[src/rtl/phys_reg_free_list.sv]
// Circular free list of physical register tags: rename pops, commit pushes, flush restores to full.
// Optional protocol checking and overflow protection is enabled by defining FREE_LIST_CHECK_EN.
module phys_reg_free_list #(
    parameter int SS        = 2,
    parameter int PHYS_REGS = 64,
    parameter int ARCH_REGS = 32,
    localparam int TAG_W    = $clog2(PHYS_REGS),
    localparam int CAP      = PHYS_REGS - ARCH_REGS,
    localparam int IDX_W    = $clog2(CAP),
    localparam int PTR_W    = IDX_W + 1,
    localparam int CNT_W    = IDX_W + 2
) (
    input  logic                       clk,
    input  logic                       rst,
    input  logic [SS-1:0]              deq_req,
    output logic                       deq_valid,
    output logic [SS-1:0][TAG_W-1:0]   deq_preg,
    input  logic [SS-1:0]              enq_we,
    input  logic [SS-1:0][TAG_W-1:0]   enq_preg,
    input  logic                       flush,
    output logic [CNT_W-1:0]           count,
    output logic                       empty,
    output logic                       err
);

    logic [TAG_W-1:0] storage_q [CAP];
    logic [TAG_W-1:0] storage_d [CAP];
    logic [PTR_W-1:0] head_q, head_d;
    logic [PTR_W-1:0] tail_q, tail_d;
    logic [PTR_W-1:0] count_p;
    logic [PTR_W-1:0] deq_cnt, enq_cnt, deq_n;
    logic [IDX_W-1:0] rd_idx, wr_idx, wr_off;
    logic             grant;
    logic             enq_ok;

`ifdef FREE_LIST_CHECK_EN
    logic err_q, err_d;
    logic overflow, tag_zero;
`endif

    always_comb begin
        count_p   = tail_q - head_q;
        count     = CNT_W'(count_p);
        deq_valid = (count >= CNT_W'(SS));
        empty     = (count == '0);
        grant     = deq_valid && !flush;
        deq_cnt   = '0;
        enq_cnt   = '0;
        rd_idx    = '0;
        // Requested ways are compacted: each set bit takes the next tag from head.
        for (int i = 0; i < SS; i++) begin
            rd_idx      = head_q[IDX_W-1:0] + deq_cnt[IDX_W-1:0];
            deq_preg[i] = deq_valid ? storage_q[rd_idx] : 'x;
            deq_cnt     = deq_cnt + PTR_W'(deq_req[i]);
            enq_cnt     = enq_cnt + PTR_W'(enq_we[i]);
        end
        deq_n = grant ? deq_cnt : '0;

`ifdef FREE_LIST_CHECK_EN
        overflow = ((count + CNT_W'(enq_cnt) - CNT_W'(deq_n)) > CNT_W'(CAP));
        tag_zero = 1'b0;
        for (int i = 0; i < SS; i++) begin
            if (enq_we[i] && (enq_preg[i] == '0)) tag_zero = 1'b1;
        end
        err_d  = err_q | overflow | tag_zero | ((|deq_req) && !deq_valid);
        enq_ok = !overflow;
`else
        enq_ok = 1'b1;
`endif

        storage_d = storage_q;
        wr_off    = '0;
        wr_idx    = '0;
        if (enq_ok) begin
            for (int i = 0; i < SS; i++) begin
                if (enq_we[i]) begin
                    wr_idx            = tail_q[IDX_W-1:0] + wr_off;
                    storage_d[wr_idx] = enq_preg[i];
                    wr_off            = wr_off + IDX_W'(1);
                end
            end
        end
        tail_d = enq_ok ? (tail_q + enq_cnt) : tail_q;
        // Slots behind the tail still hold speculatively popped tags, so a flush
        // only needs to pull head a full lap behind the post-enqueue tail.
        head_d = flush ? {~tail_d[IDX_W], tail_d[IDX_W-1:0]} : (head_q + deq_n);
    end

    always_ff @(posedge clk or negedge rst) begin
        if (!rst) begin
            for (int i = 0; i < CAP; i++) storage_q[i] <= TAG_W'(ARCH_REGS + i);
            head_q <= '0;
            tail_q <= {1'b1, {IDX_W{1'b0}}};
        end else begin
            storage_q <= storage_d;
            head_q    <= head_d;
            tail_q    <= tail_d;
        end
    end

`ifdef FREE_LIST_CHECK_EN
    always_ff @(posedge clk or negedge rst) begin
        if (!rst) err_q <= 1'b0;
        else      err_q <= err_d;
    end

    assign err = err_q;

    count_bound_a: assert property (@(posedge clk) disable iff (!rst) count <= CNT_W'(CAP));
`else
    assign err = 1'b0;
`endif

endmodule

[config.mk]
export PLATFORM = sky130hd
export DESIGN_NAME = phys_reg_free_list
export DESIGN_NICKNAME = d
export VERILOG_FILES = /design/src/rtl/phys_reg_free_list.sv
export SDC_FILE = /design/constraint.sdc
export NUM_CORES = 1
export LEC_CHECK = 0
export ABC_AREA = 1
export CORE_MARGIN = 4
export CORE_UTILIZATION = 45
export CTS_BUF_LIST = sky130_fd_sc_hd__clkbuf_16
export DETAILED_ROUTE_END_ITERATION = 12
export SETUP_SLACK_MARGIN = 0.3
export SYNTH_ARGS = -nofsm -noshare
export SYNTH_HDL_FRONTEND = slang
export SYNTH_SLANG_ARGS = --single-unit
export TNS_END_PERCENT = 1
[constraint.sdc]
create_clock -name clk -period 7.75 [get_ports clk]
set_input_delay 2.325 -clock clk [delete_from_list [all_inputs] [get_ports clk]]
set_output_delay 2.325 -clock clk [all_outputs]
set_load 0.02 [all_outputs]
# Yosys cells after proc, flatten, opt, wreduce, memory -nomap -nowiden
# Index checks and enable logic that the tools add are counted.
# word_totals
regBits,204
latchBits,0
ramBits,0
mem_bits_ro,0
inputBits,19
out_inout_bits,22
elab_cells,77
n_memories,0
# op_classes
addsub,7
multipliers,0
n_div,0
n_lt_le_gt_ge,7
n_eq_ne,0
shifts,0
n_mux,19
n_bitwise,5
n_reduce_logical,5
# ops
op,n
192-bit bitwise mux,2
192-bit 2-to-1 mux,2
6-bit binary-select mux with 5-bit select,2
6-bit demux with 5-bit select,2
6-bit 2-to-1 mux,9
"6-bit greater-or-equal comparator, second input constant",4
5-bit NOT with 6-bit output,4
6-bit by 2-bit adder with 6-bit output,2
"6-bit by 1-bit less-than comparator with 1-bit output, second input constant",2
"6-bit by 2-bit greater-or-equal comparator with 1-bit output, second input constant",1
6-bit zero test,1
6-bit subtractor,1
5-bit by 1-bit adder with 5-bit output,1
5-bit adder,1
1-bit by 1-bit adder with 2-bit output,2
1-bit logical AND,3
2-bit 2-to-1 mux,1
1-bit zero test,1
1-bit 2-to-1 mux,1
1-bit NOT,1

# Logic depth before layout (Yosys ltp)
# Gate-level depths: netlist (run 1).
# depth
ltp_word,9
mapped_depth,20
ltp_nobuf,20

# Worst setup path before layout (run 1)
# No wires, ideal clock.
# synth_path
path_kind,input-to-output
start,input deq_req[0]
end,output deq_preg[10] (netlist name)
arrival_ns,3.957
required_time_ns,5.425
slack_ns,1.468
stages,12
path_cell_list,ha_1 > ha_1 > clkbuf_1 > clkinv_1 > clkbuf_1 > nor2_1 > nand2_1 > nand3_1 > nand3_1 > nand2_1 > nand2_1 > nand2_1
# synth_lines
element,line,source
"start, declared",15,"input logic [SS-1:0] deq_req,"
"end, declared",17,"output logic [SS-1:0][TAG_W-1:0] deq_preg,"

==> results of run 1 <==
## worst max-delay path: cells and delay by family
kind	cells	cell delay (ns)
AND/OR/NAND/NOR	7	0.66
AO/OA/AOI/OAI	1	0.11
buffers and inverters	3	1.57
adder cells (fa/ha/maj)	1	0.34
## registers in the layout (all words and copies together) (netlist names)
| name | cells |
|---|---|
| tail_q | 6 |
| head_q | 6 |
| storage_q | 192 |
## report_power, final
part / switching [mW] / internal, mW / leakage, nW / total (mW)
Combinational: 3.58 / 1.72 / 5.28 / 5.30
Clock: 0.499 / 0.655 / 0.414 / 1.15
Sequential: 0.475 / 1.72 / 2.33 / 2.19
Total: 4.56 / 4.09 / 8.02 / 8.64
## cell usage in the layout, fill, tap and decap left out, types with 8 or more instances in the layout
| cell type | instances |
|---|---|
| nand2_1 | 974 |
| nand3_1 | 430 |
| o21ai_0 | 241 |
| a21oi_1 | 34 |
| inv_1 | 171 |
| clkinv_1 | 14 |
| o211ai_1 | 48 |
| dfrtp_1 | 89 |
| clkdlybuf4s50_1 | 32 |
| clkbuf_16 | 27 |
| nor3_4 | 8 |
| dfstp_2 | 113 |
| nor2_1 | 103 |
| ha_1 | 11 |
| buf_4 | 25 |
## synthesized netlist by cell type
cell,count,area share
a21oi_1,34,0.011
a31oi_1,1,0.00041
and2_1,1,0.00041
buf_1,24,0.0059
buf_2,33,0.011
buf_4,11,0.0054
clkbuf_1,125,0.030
clkinv_1,4,0.00098
conb_1,1,0.00024
dfrtp_1,91,0.15
dfstp_2,113,0.19
fa_1,3,0.0039
ha_1,13,0.011
inv_1,169,0.041
inv_2,3,0.00073
nand2_1,974,0.24
nand2_2,1,0.00041
nand3_1,430,0.14
nand3_2,6,0.0039
nand4_1,2,0.00081
nor2_1,103,0.025
nor2_4,5,0.0037
nor3_1,11,0.0036
nor3_4,8,0.0085
o211ai_1,48,0.023
o21ai_0,241,0.078
xnor2_1,1,0.00057
xor2_1,7,0.0040
xor2_4,4,0.0072
## through the flow
step | area, sq um | hold WS, ns
4_1_cts | 16700 | 0.5885
5_1_grt | 16710 | 0.6242
3_5_place_dp | 15870 | 0.5705
2_1_floorplan | 15390 | 0.5506
3_3_place_gp | 15870 | 0.5696
6_report | 16710 | 0.5911
## routing by layer
metal | track usage | part of all wire | vias to the layer above
met2 | 0.4870 | 0.43 | 879
met3 | 0.06096 | 0.096 | 171
met1 | 0.4712 | 0.43 | 7719
met4 | 0.1307 | 0.046 | 0
met5 | 0 | 0 | -
li1 | - | - | 7760
## cell type report
type	instances	area [sq um]	area share
Timing Repair Buffer	71	705.7	0.04224
Clock buffer	27	675.6	0.04044
Tap cell	448	560.5	0.03355
Multi-Input combinational cell	1895	8733	0.5228
Timing Repair inverter	1	7.507	0.0004494
Clock inverter	20	107.6	0.006441
Sequential cell	204	5251	0.3143
Inverter	176	664.4	0.03977
## how the worst max path moves through the flow
stage	start	endpoint	slack (ns)	depth (start not counted)
floorplan	deq_req[0]	deq_preg[10]	1.47	12
global placement	deq_req[0]	deq_preg[7]	0.26	11
detailed placement	deq_req[0]	deq_preg[7]	0.21	11
CTS	deq_req[0]	deq_preg[9]	0.34	13
global route	deq_req[0]	deq_preg[8]	0.17	12
finish	deq_req[0]	deq_preg[6]	0.37	12
## logic make-up (layout without fill, tap and decap cells)
logic type | count (synthesis) | after routing | synth area share
buffers and inverters | 369 | 295 | 0.09540
flip-flops | 204 | 204 | 0.3410
adder cells (fa/ha/maj) | 16 | 16 | 0.01448
other | 1 | 2 | 0.0002437
AO/OA/AOI/OAI | 324 | 324 | 0.1133
AND/OR/NAND/NOR | 1541 | 1541 | 0.4239
XOR/XNOR | 12 | 12 | 0.01171
## timing repair
action	CTS	global route
gates cloned	1	0
buffers inserted	3	0
gates resized for setup	4	1
setup endpoints to repair	6	6
hold buffers	0	0
==> impl_results.md, run 1 <==
* Reg-to-Reg Start: head_q[2]
* Post-Syn Area at about 0.015 sq mm
* Worst Max-Slew Pin Slew at ~1.2 ns
* Kind of critical path: input port to primary output
* Final WS setup at ~0.37 ns
* Hold path endpoint: storage_q[170]
* R2r worst-path depth at 14
* Pre-CTS setup slack at 0.2079 ns
* Share of cells above drive strength 1 at 0.09357
* Post-synthesis cell count at around 2500
* First-pass DRT Iterations at 6
* Port-buffer cells at 38
* Setup violators final at 0
* Startpoint types: input port
* Final Power at 8.644 mW
* Slew Viols, Final at 0
* Largest net degree at the start of global routing at around 130
* Inserted Clock Buffers at 26
* # IOs at 41
* Placed insts at between 2000 and 3000
* Clk Latency, worst-skew pair at 0.56 ns
* Fill cells at 3442
* Die W at approximately 190 microns
* Die Ht at between 150 and 200 microns
* Via density per instance at around 5.8
* Reg clk slew, reported paths at ~0.050 ns
* Synth Warn # at 0
* Final WL at 61850 microns
* Worst VDD drop at about 0.41 mV
* CTS tree: done
* ANT cells at 0
* Register area share after synthesis at 0.3410
* Status: finished, final reports clean
* Die ar. at approximately 0.037 sq mm
* Via count of the first global-routing pass at between 15000 and 20000
* Critical Path RT at between 5 and 6 ns
* Post-layout util at 0.4970
* Seq cells post-synth at 204
* Starting DRT DRC Count at approximately 1900
* Finished Layout Cells at between 2000 and 3000
* Fmax at between 100 and 150 MHz
* Post-DP HPWL at around 38000 microns
* Core area at around 0.034 sq mm
* Initial Util at 0.4577
* Root buffer cell: clkbuf_16
* Fin nets at around 2400
* H-tree levels at 1
* Hold Path Origin: storage_q[170]
* Min-Delay Path Depth at 4
* Critical-path cell list: clkdlybuf4s50_1, ha_4, buf_12, nor2_1, nor2_1, o21ai_0, nand3_1, nand3_1, nand2_1, nand2_1, nand2_1, clkdlybuf4s50_1
* TritonCTS Sinks at between 200 and 250
* Slew headroom at 0.1808
* Leakage at about 8 nW
* Post-route ant nets at 0
* Total negative slack at 0 ns
* Initial antenna violation count at 0
* Critical path's most frequent cell: nand2_1
* PwrDens at approximately 520 mW/mm^2
* CTS Buffer Depth at 3
* Syn_area_per_cell at between 6 and 7 sq um
* Final Hold Viols at 0
* Critical Path AT at just over 5 ns
* First-pass GRT wire length at slightly above 90000 microns
* Final period util at 0.9527
* WL per Instance at ~22 microns
* Grt ovf at 0
* Unrepaired setup endpoints after global routing: yes
* Clock skew at 0.01567 ns
* Worst Path Max Fanout at about 130
* Vias at 16530
* Worst Setup End Kind: primary output
* Residual DRC at 0
* Tmin final at 7.383 ns
* Gp weighted congestion at ~0.96
* Max cap viols at 0
* Critical path's slowest cell: clkdlybuf4s50_1
* GRT Util Overall at 0.3275
* Row count at between 60 and 70
* R2r endpoint: head_q[4]
* Hold Crit Class: register to register
* Synth cell types at 29
* Worst stage delay on the critical path at 0.61 ns
* Area Growth Syn to Fin at 8.588%
* Reg2Reg Setup Slack at roughly 3.4 ns
Power figures use the tool's default switching activity.
==> run 2: changes to the inputs <==
- CAP_MARGIN: unset -> 40
- CTS_CLUSTER_DIAMETER: unset -> 60
==> run 2 against run 1 <==
Effect of this change: total power grew 2.5%; sequential share of layout area shrank 0.82 points; die area is the same; highest routed layer unchanged.
==> impl_results.md, run 2 (synthesis gave the netlist of run 1 again) <==
* Inserted Clock Buffers at 28 (+7.7%)
* Sequential share of power at 0.245 (-0.008)
* Core area at 0.03362 sq mm (unchanged)
* # IOs at 41 (unchanged)
* P_sw at 4.601 mW (+0.94%)
* Fill cells at 3435 (-0.20%)
* Hold Crit Class: register to register
* Gp weighted congestion at 0.9566 (unchanged)
* Share of cells above drive strength 1 at 0.1042 (+0.01061)
* Kind of critical path: input port to primary output
* Initial antenna violation count at 0 (unchanged)
* Root buffer cell: clkbuf_16
* Worst Setup End Kind: primary output
* Starting DRT DRC Count at 1987 (+6.9%)
* Worst VDD drop at 0.3851 mV (-5.2%)
* Top flop regs: storage_q: 192 flops, head_q: 6 flops, tail_q: 6 flops
* Port-buffer cells at 38 (unchanged)
* Clk pwr share at 0.143 (+0.010)
* Vias at 16640 (+0.67%)
* Startpoint types: input port
* CTS Hold Buffers Added at 0 (unchanged)
* CTS tree: done
* Slew headroom at 0.3986 (+0.2178)
* Critical Path AT at 5.15 ns (+0.09 ns)
* WL per Instance at 21.43 microns (-1.5%)
* Most common cell after layout, fill and taps aside: nand2_1
* Via count of the first global-routing pass at 15030 (-0.27%)
* Die W at 192.9 microns (unchanged)
* Setup violators final at 0 (unchanged)
* Most flops, register: storage_q
* Critical Path RT at 5.43 ns (about the same)
* Fmax at 133.8 MHz (-1.2%)
* Post-route ant nets at 0 (unchanged)
* Most frequent cells in the layout: nand2_1 (974), nand3_1 (430), o21ai_0 (241)
* ANT cells at 0 (unchanged)
* H-tree levels at 1 (unchanged)
* Clk Latency, worst-skew pair at 0.57 ns (about the same)
* Worst Max-Slew Pin Slew at 0.9021 ns (-0.3173 ns)
* Internal at 4.260 mW (+4.3%)
* Total negative slack at 0 ns (unchanged)
* CTS Buffer Depth at 3 (unchanged)
* Largest net degree at the start of global routing at 133 (unchanged)
* TritonCTS Sinks at 204 (unchanged)
* Fin nets at 2432 (+0.91%)
* Via density per instance at 5.804 (-0.21%)
* Die Ht at 192.9 microns (unchanged)
* Final Hold Viols at 0 (unchanged)
* Reg clk slew, reported paths at 0.05 ns (about the same)
* PwrDens at 516.5 mW/mm^2 (-0.17%)
* Die ar. at 0.03721 sq mm (unchanged)
* Max reg flops at 192 (unchanged)
* Final Power at 8.861 mW (+2.5%)
* Initial Util at 0.4577 (unchanged)
* Switching Share at 0.5193 (-0.008059)
* Final WL at 61450 microns (-0.64%)
* Combinational Power Share at 0.612 (about the same)
* Final period util at 0.9646 (+0.01187)
* Leakage at 8.216 nW (+2.5%)
* Clock skew at 0.02753 ns (+0.01186 ns)
* Residual DRC at 0 (unchanged)
* Tmin final at 7.475 ns (+0.09203 ns)
* Slew Viols, Final at 0 (unchanged)
* Worst Path Max Fanout at 132 (unchanged)
* Area Growth Syn to Fin at 11.51%
* Status: finished, final reports clean
* Max cap viols at 0 (unchanged)
* First-pass GRT wire length at 93400 microns (-0.16%)
* Grt ovf at 0 (unchanged)
* First-pass DRT Iterations at 6 (unchanged)
* Post-DP HPWL at 39220 microns (+4.1%)
* GRT Util Overall at 0.3261 (-0.001380)
* Unrepaired setup endpoints after global routing: yes
* Row count at 67 (unchanged)
[run 2: changes by cell type in the layout (fill, tap and decap cells not counted), sizes merged]
cell      before  now
buf           37   57
clkbuf        28   30
clkinvlp       3    5
bufinv         1    2
clkinv        16   17
inv          177  176
[run 2: timing repair]
action / CTS / global route
buffers inserted: 3 / 0
pin swaps: 0 / 0
gates resized for setup: 4 / 1
gates cloned: 1 / 0
endpoints found under the setup margin: 6 / 6
[run 2: critical path, cell delays in order]
cell and delay [ns]:
clkdlybuf4s50_1 0.51, ha_4 0.33, buf_12 0.35, nor2_1 0.09
nor2_1 0.11, nand2_1 0.10, nand3_1 0.11, nand3_1 0.09
nand2_1 0.08, nand2_1 0.05, nand2_1 0.16, clkdlybuf4s50_1 0.64
[run 2: layout make-up]
cell class	count	area [sq um]	area share
inverters	176	664.4	0.03873
flip-flops and latches	204	5251	0.3061
repair inverters	1	7.507	0.0004376
multi-input cells	1895	8733	0.5091
clock inverters	23	167.7	0.009773
well taps	448	560.5	0.03267
clock buffers	29	725.7	0.04230
repair buffers	91	1045	0.06090
[run 2: power groups by stage]
stage	clock network, mW	registers [mW]	logic, mW
6_report	1.27	2.17	5.42
5_1_grt	1.33	2.22	5.95
4_1_cts	1.29	2.15	5.33
3_5_place_dp	0	2.16	5.27
3_3_place_gp	0	2.17	5.12
2_1_floorplan	0	1.94	3.66
[run 2: worst paths after layout]
path                                 from        endpoint  slack [ns]  cells past startpoint
min in group asynchronous             rst       head_q[5]        1.80                      2
setup / recovery               deq_req[0]    deq_preg[11]        0.27                     12
hold reg to reg            storage_q[170]  storage_q[170]        0.59                      4
hold / removal             storage_q[170]  storage_q[170]        0.59                      4
max in group asynchronous             rst  storage_q[172]        5.36                      2
setup reg to reg                head_q[1]       head_q[4]        4.11                     18
[run 2: per-stage QoR]
| step | instance area (sq um) | util | hold slack [ns] | instances | worst slack [ns] |
|---|---|---|---|---|---|
| 6_report | 17160 | 0.5103 | 0.5882 | 2867 | 0.2746 |
| 5_1_grt | 17160 | 0.5103 | 0.6234 | 2867 | 0.2051 |
| 4_1_cts | 17150 | 0.5103 | 0.5877 | 2867 | 0.3348 |
| 3_5_place_dp | 16210 | 0.4822 | 0.5700 | 2811 | 0.2430 |
| 3_3_place_gp | 15870 | 0.4721 | 0.5696 | 2791 | 0.2567 |
| 2_1_floorplan | 15390 | - | 0.5506 | 2468 | 1.468 |
[run 2: layer usage]
metal,vias to the layer above,routed length [microns],track usage
met5,-,0,0
met4,0,2620,0.1176
met3,162,5428,0.04740
met2,877,26920,0.4996
met1,7791,26480,0.4707
li1,7809,-,-
==> run 3: changes to the inputs <==
- SKIP_LAST_GASP: unset -> 1
- SLEW_MARGIN: unset -> 10
==> run 3 against run 2 <==
Effect of this change: sequential share of layout area fell by 0.078 points; combinational power rose by 1%; worst hold slack improved by 0.0031 ns; worst setup slack improved by 0.034 ns; total power rose by 0.84%; die area did not move; critical endpoint is now deq_preg[9]; via count rose by 0.60%.
==> impl_results.md, run 3 (synthesis gave the netlist of run 1 again) <==
* Row count at 67 (unchanged)
* Post-route ant nets at 0 (unchanged)
* Via density per instance at 5.834 (+0.53%)
* Largest net degree at the start of global routing at 133 (unchanged)
* Clk Latency, worst-skew pair at 0.56 ns (about the same)
* Port-buffer cells at 38 (unchanged)
* Share of cells above drive strength 1 at 0.1053 (+0.001153)
* Startpoint types: input port
* GRT Util Overall at 0.3276 (+0.001568)
* Final Hold Viols at 0 (unchanged)
* Grt ovf at 0 (unchanged)
* CTS tree: done
* Met1 Use GR at 0.4738 (+0.003113)
* Most flops, register: storage_q
* # IOs at 41 (unchanged)
* Setup violators final at 0 (unchanged)
* Top flop regs: storage_q: 192 flops, head_q: 6 flops, tail_q: 6 flops
* Tmin final at 7.441 ns (-0.03392 ns)
* Grt peak-use layer: met2
* WL per Instance at 21.79 microns (+1.7%)
* Switching Share at 0.5206 (+0.001348)
* Kind of critical path: input port to primary output
* Final Hold Slack at 0.5912 ns (+0.003060 ns)
* Hold Crit Class: register to register
* Max cap viols at 0 (unchanged)
* First-pass DRT Iterations at 6 (unchanged)
* Starting DRT DRC Count at 2117 (+6.5%)
* Worst Setup End Kind: primary output
* Sequential share of power at 0.244 (about the same)
* Die Ht at 192.9 microns (unchanged)
* Fin nets at 2434 (+0.082%)
* Post-DP HPWL at 39320 microns (+0.25%)
* Finished Layout Cells at 2869 (+0.070%)
* Status: finished, final reports clean
* Gp weighted congestion at 0.9566 (unchanged)
* Area Growth Syn to Fin at 11.79%
* Leakage at 8.239 nW (+0.28%)
* PwrDens at 519.5 mW/mm^2 (+0.58%)
* Total negative slack at 0 ns (unchanged)
* Slew Viols, Final at 0 (unchanged)
* Worst Max-Slew Pin Slew at 0.9939 ns (+0.09176 ns)
* Core area at 0.03362 sq mm (unchanged)
* Max reg flops at 192 (unchanged)
* Slew headroom at 0.3367 (-0.06191)
* Most frequent cells in the layout: nand2_1 (974), nand3_1 (430), o21ai_0 (241)
* Placed insts at 2811 (unchanged)
* Reg clk slew, reported paths at 0.05 ns (about the same)
* Inserted Clock Buffers at 28 (unchanged)
* CTS Buffer Depth at 3 (unchanged)
* Final Power at 8.935 mW (+0.84%)
* Critical Path RT at 5.43 ns (about the same)
* Unrepaired setup endpoints after global routing: yes
* H-tree levels at 1 (unchanged)
* Internal at 4.283 mW (+0.55%)
* Post-layout util at 0.5116 (+0.001302)
* Combinational Power Share at 0.614 (+0.002)
* Clk pwr share at 0.142 (about the same)
* Via count of the first global-routing pass at 15270 (+1.5%)
* Initial antenna violation count at 0 (unchanged)
* Met2 Resource Use GR at 0.5066 (+0.007019)
* TritonCTS Sinks at 204 (unchanged)
* Die W at 192.9 microns (unchanged)
* Most common cell after layout, fill and taps aside: nand2_1
* Clock skew at 0.01905 ns (-0.008476 ns)
* Worst Path Max Fanout at 24 (-82%)
* Final WL at 62530 microns (+1.8%)
* Final period util at 0.9602 (-0.004376)
* Initial Util at 0.4577 (unchanged)
* Die ar. at 0.03721 sq mm (unchanged)
* Met3 Track Usage GR at 0.04378 (-0.003618)
* Vias at 16740 (+0.60%)
* ANT cells at 0 (unchanged)
* First-pass GRT wire length at 94050 microns (+0.69%)
* Root buffer cell: clkbuf_16
* Residual DRC at 0 (unchanged)
* Worst VDD drop at 0.3813 mV (-0.97%)
* P_sw at 4.652 mW (+1.1%)
* CTS Hold Buffers Added at 0 (unchanged)
* Fmax at 134.4 MHz (+0.46%)
* Critical Path AT at 5.12 ns (-0.03 ns)
-- run 3: final cells by class --
| class | count | area, sq um |
|---|---|---|
| Timing Repair inverter | 1 | 7.507 |
| Fill cell | 3425 | 16420 |
| Clock inverter | 23 | 167.7 |
| Timing Repair Buffer | 93 | 1085 |
| Multi-Input combinational cell | 1895 | 8733 |
| Tap cell | 448 | 560.5 |
| Sequential cell | 204 | 5251 |
| Inverter | 176 | 668.1 |
| Clock buffer | 29 | 725.7 |
-- run 3: path summary, 6_finish.rpt --
kind / startpoint / endpoint / slack, ns / cells past startpoint
hold reg to reg: storage_q[170] / storage_q[170] / 0.59 / 4
setup / recovery: deq_req[0] / deq_preg[9] / 0.31 / 13
setup reg to reg: head_q[2] / head_q[4] / 4.06 / 15
min in group asynchronous: rst / tail_q[1] / 1.61 / 1
hold / removal: storage_q[170] / storage_q[170] / 0.59 / 4
max in group asynchronous: rst / storage_q[178] / 5.26 / 2
-- run 3: power groups by stage --
stage	logic (mW)	registers (mW)	clock network [mW]
after CTS	5.33	2.15	1.28
after detailed placement	5.27	2.16	0
after floorplan	3.66	1.94	0
after global placement	5.12	2.17	0
after global routing	6.01	2.22	1.32
final	5.49	2.18	1.27
-- run 3: layer usage --
| layer | part of all wire | wire (microns) |
|---|---|---|
| met1 | 0.42 | 26460 |
| met2 | 0.44 | 27300 |
| met3 | 0.094 | 5886 |
| met4 | 0.046 | 2880 |
| met5 | 0 | 0 |
-- run 3: stage by stage --
stage	cell area, sq um	setup WS [ns]
after floorplan	15390	1.468
after global placement	15870	0.2567
after detailed placement	16210	0.2201
after CTS	17150	0.2518
after global routing	17200	0.2080
final	17200	0.3085
-- run 3: timing repair --
item	CTS	global route
resized for setup	2	5
gates cloned	1	1
setup endpoints to repair	6	6
buffers inserted	4	0
-- run 3: critical path, stage by stage --
cell and delay (ns):
clkdlybuf4s50_1 0.51, ha_4 0.40, clkinvlp_4 0.19, buf_12 0.20
buf_12 0.16, nand2_1 0.07, nand3_1 0.09, nand3_1 0.11
nand3_1 0.12, nand2_1 0.09, nand2_1 0.05, nand2_1 0.15
clkdlybuf4s50_1 0.64
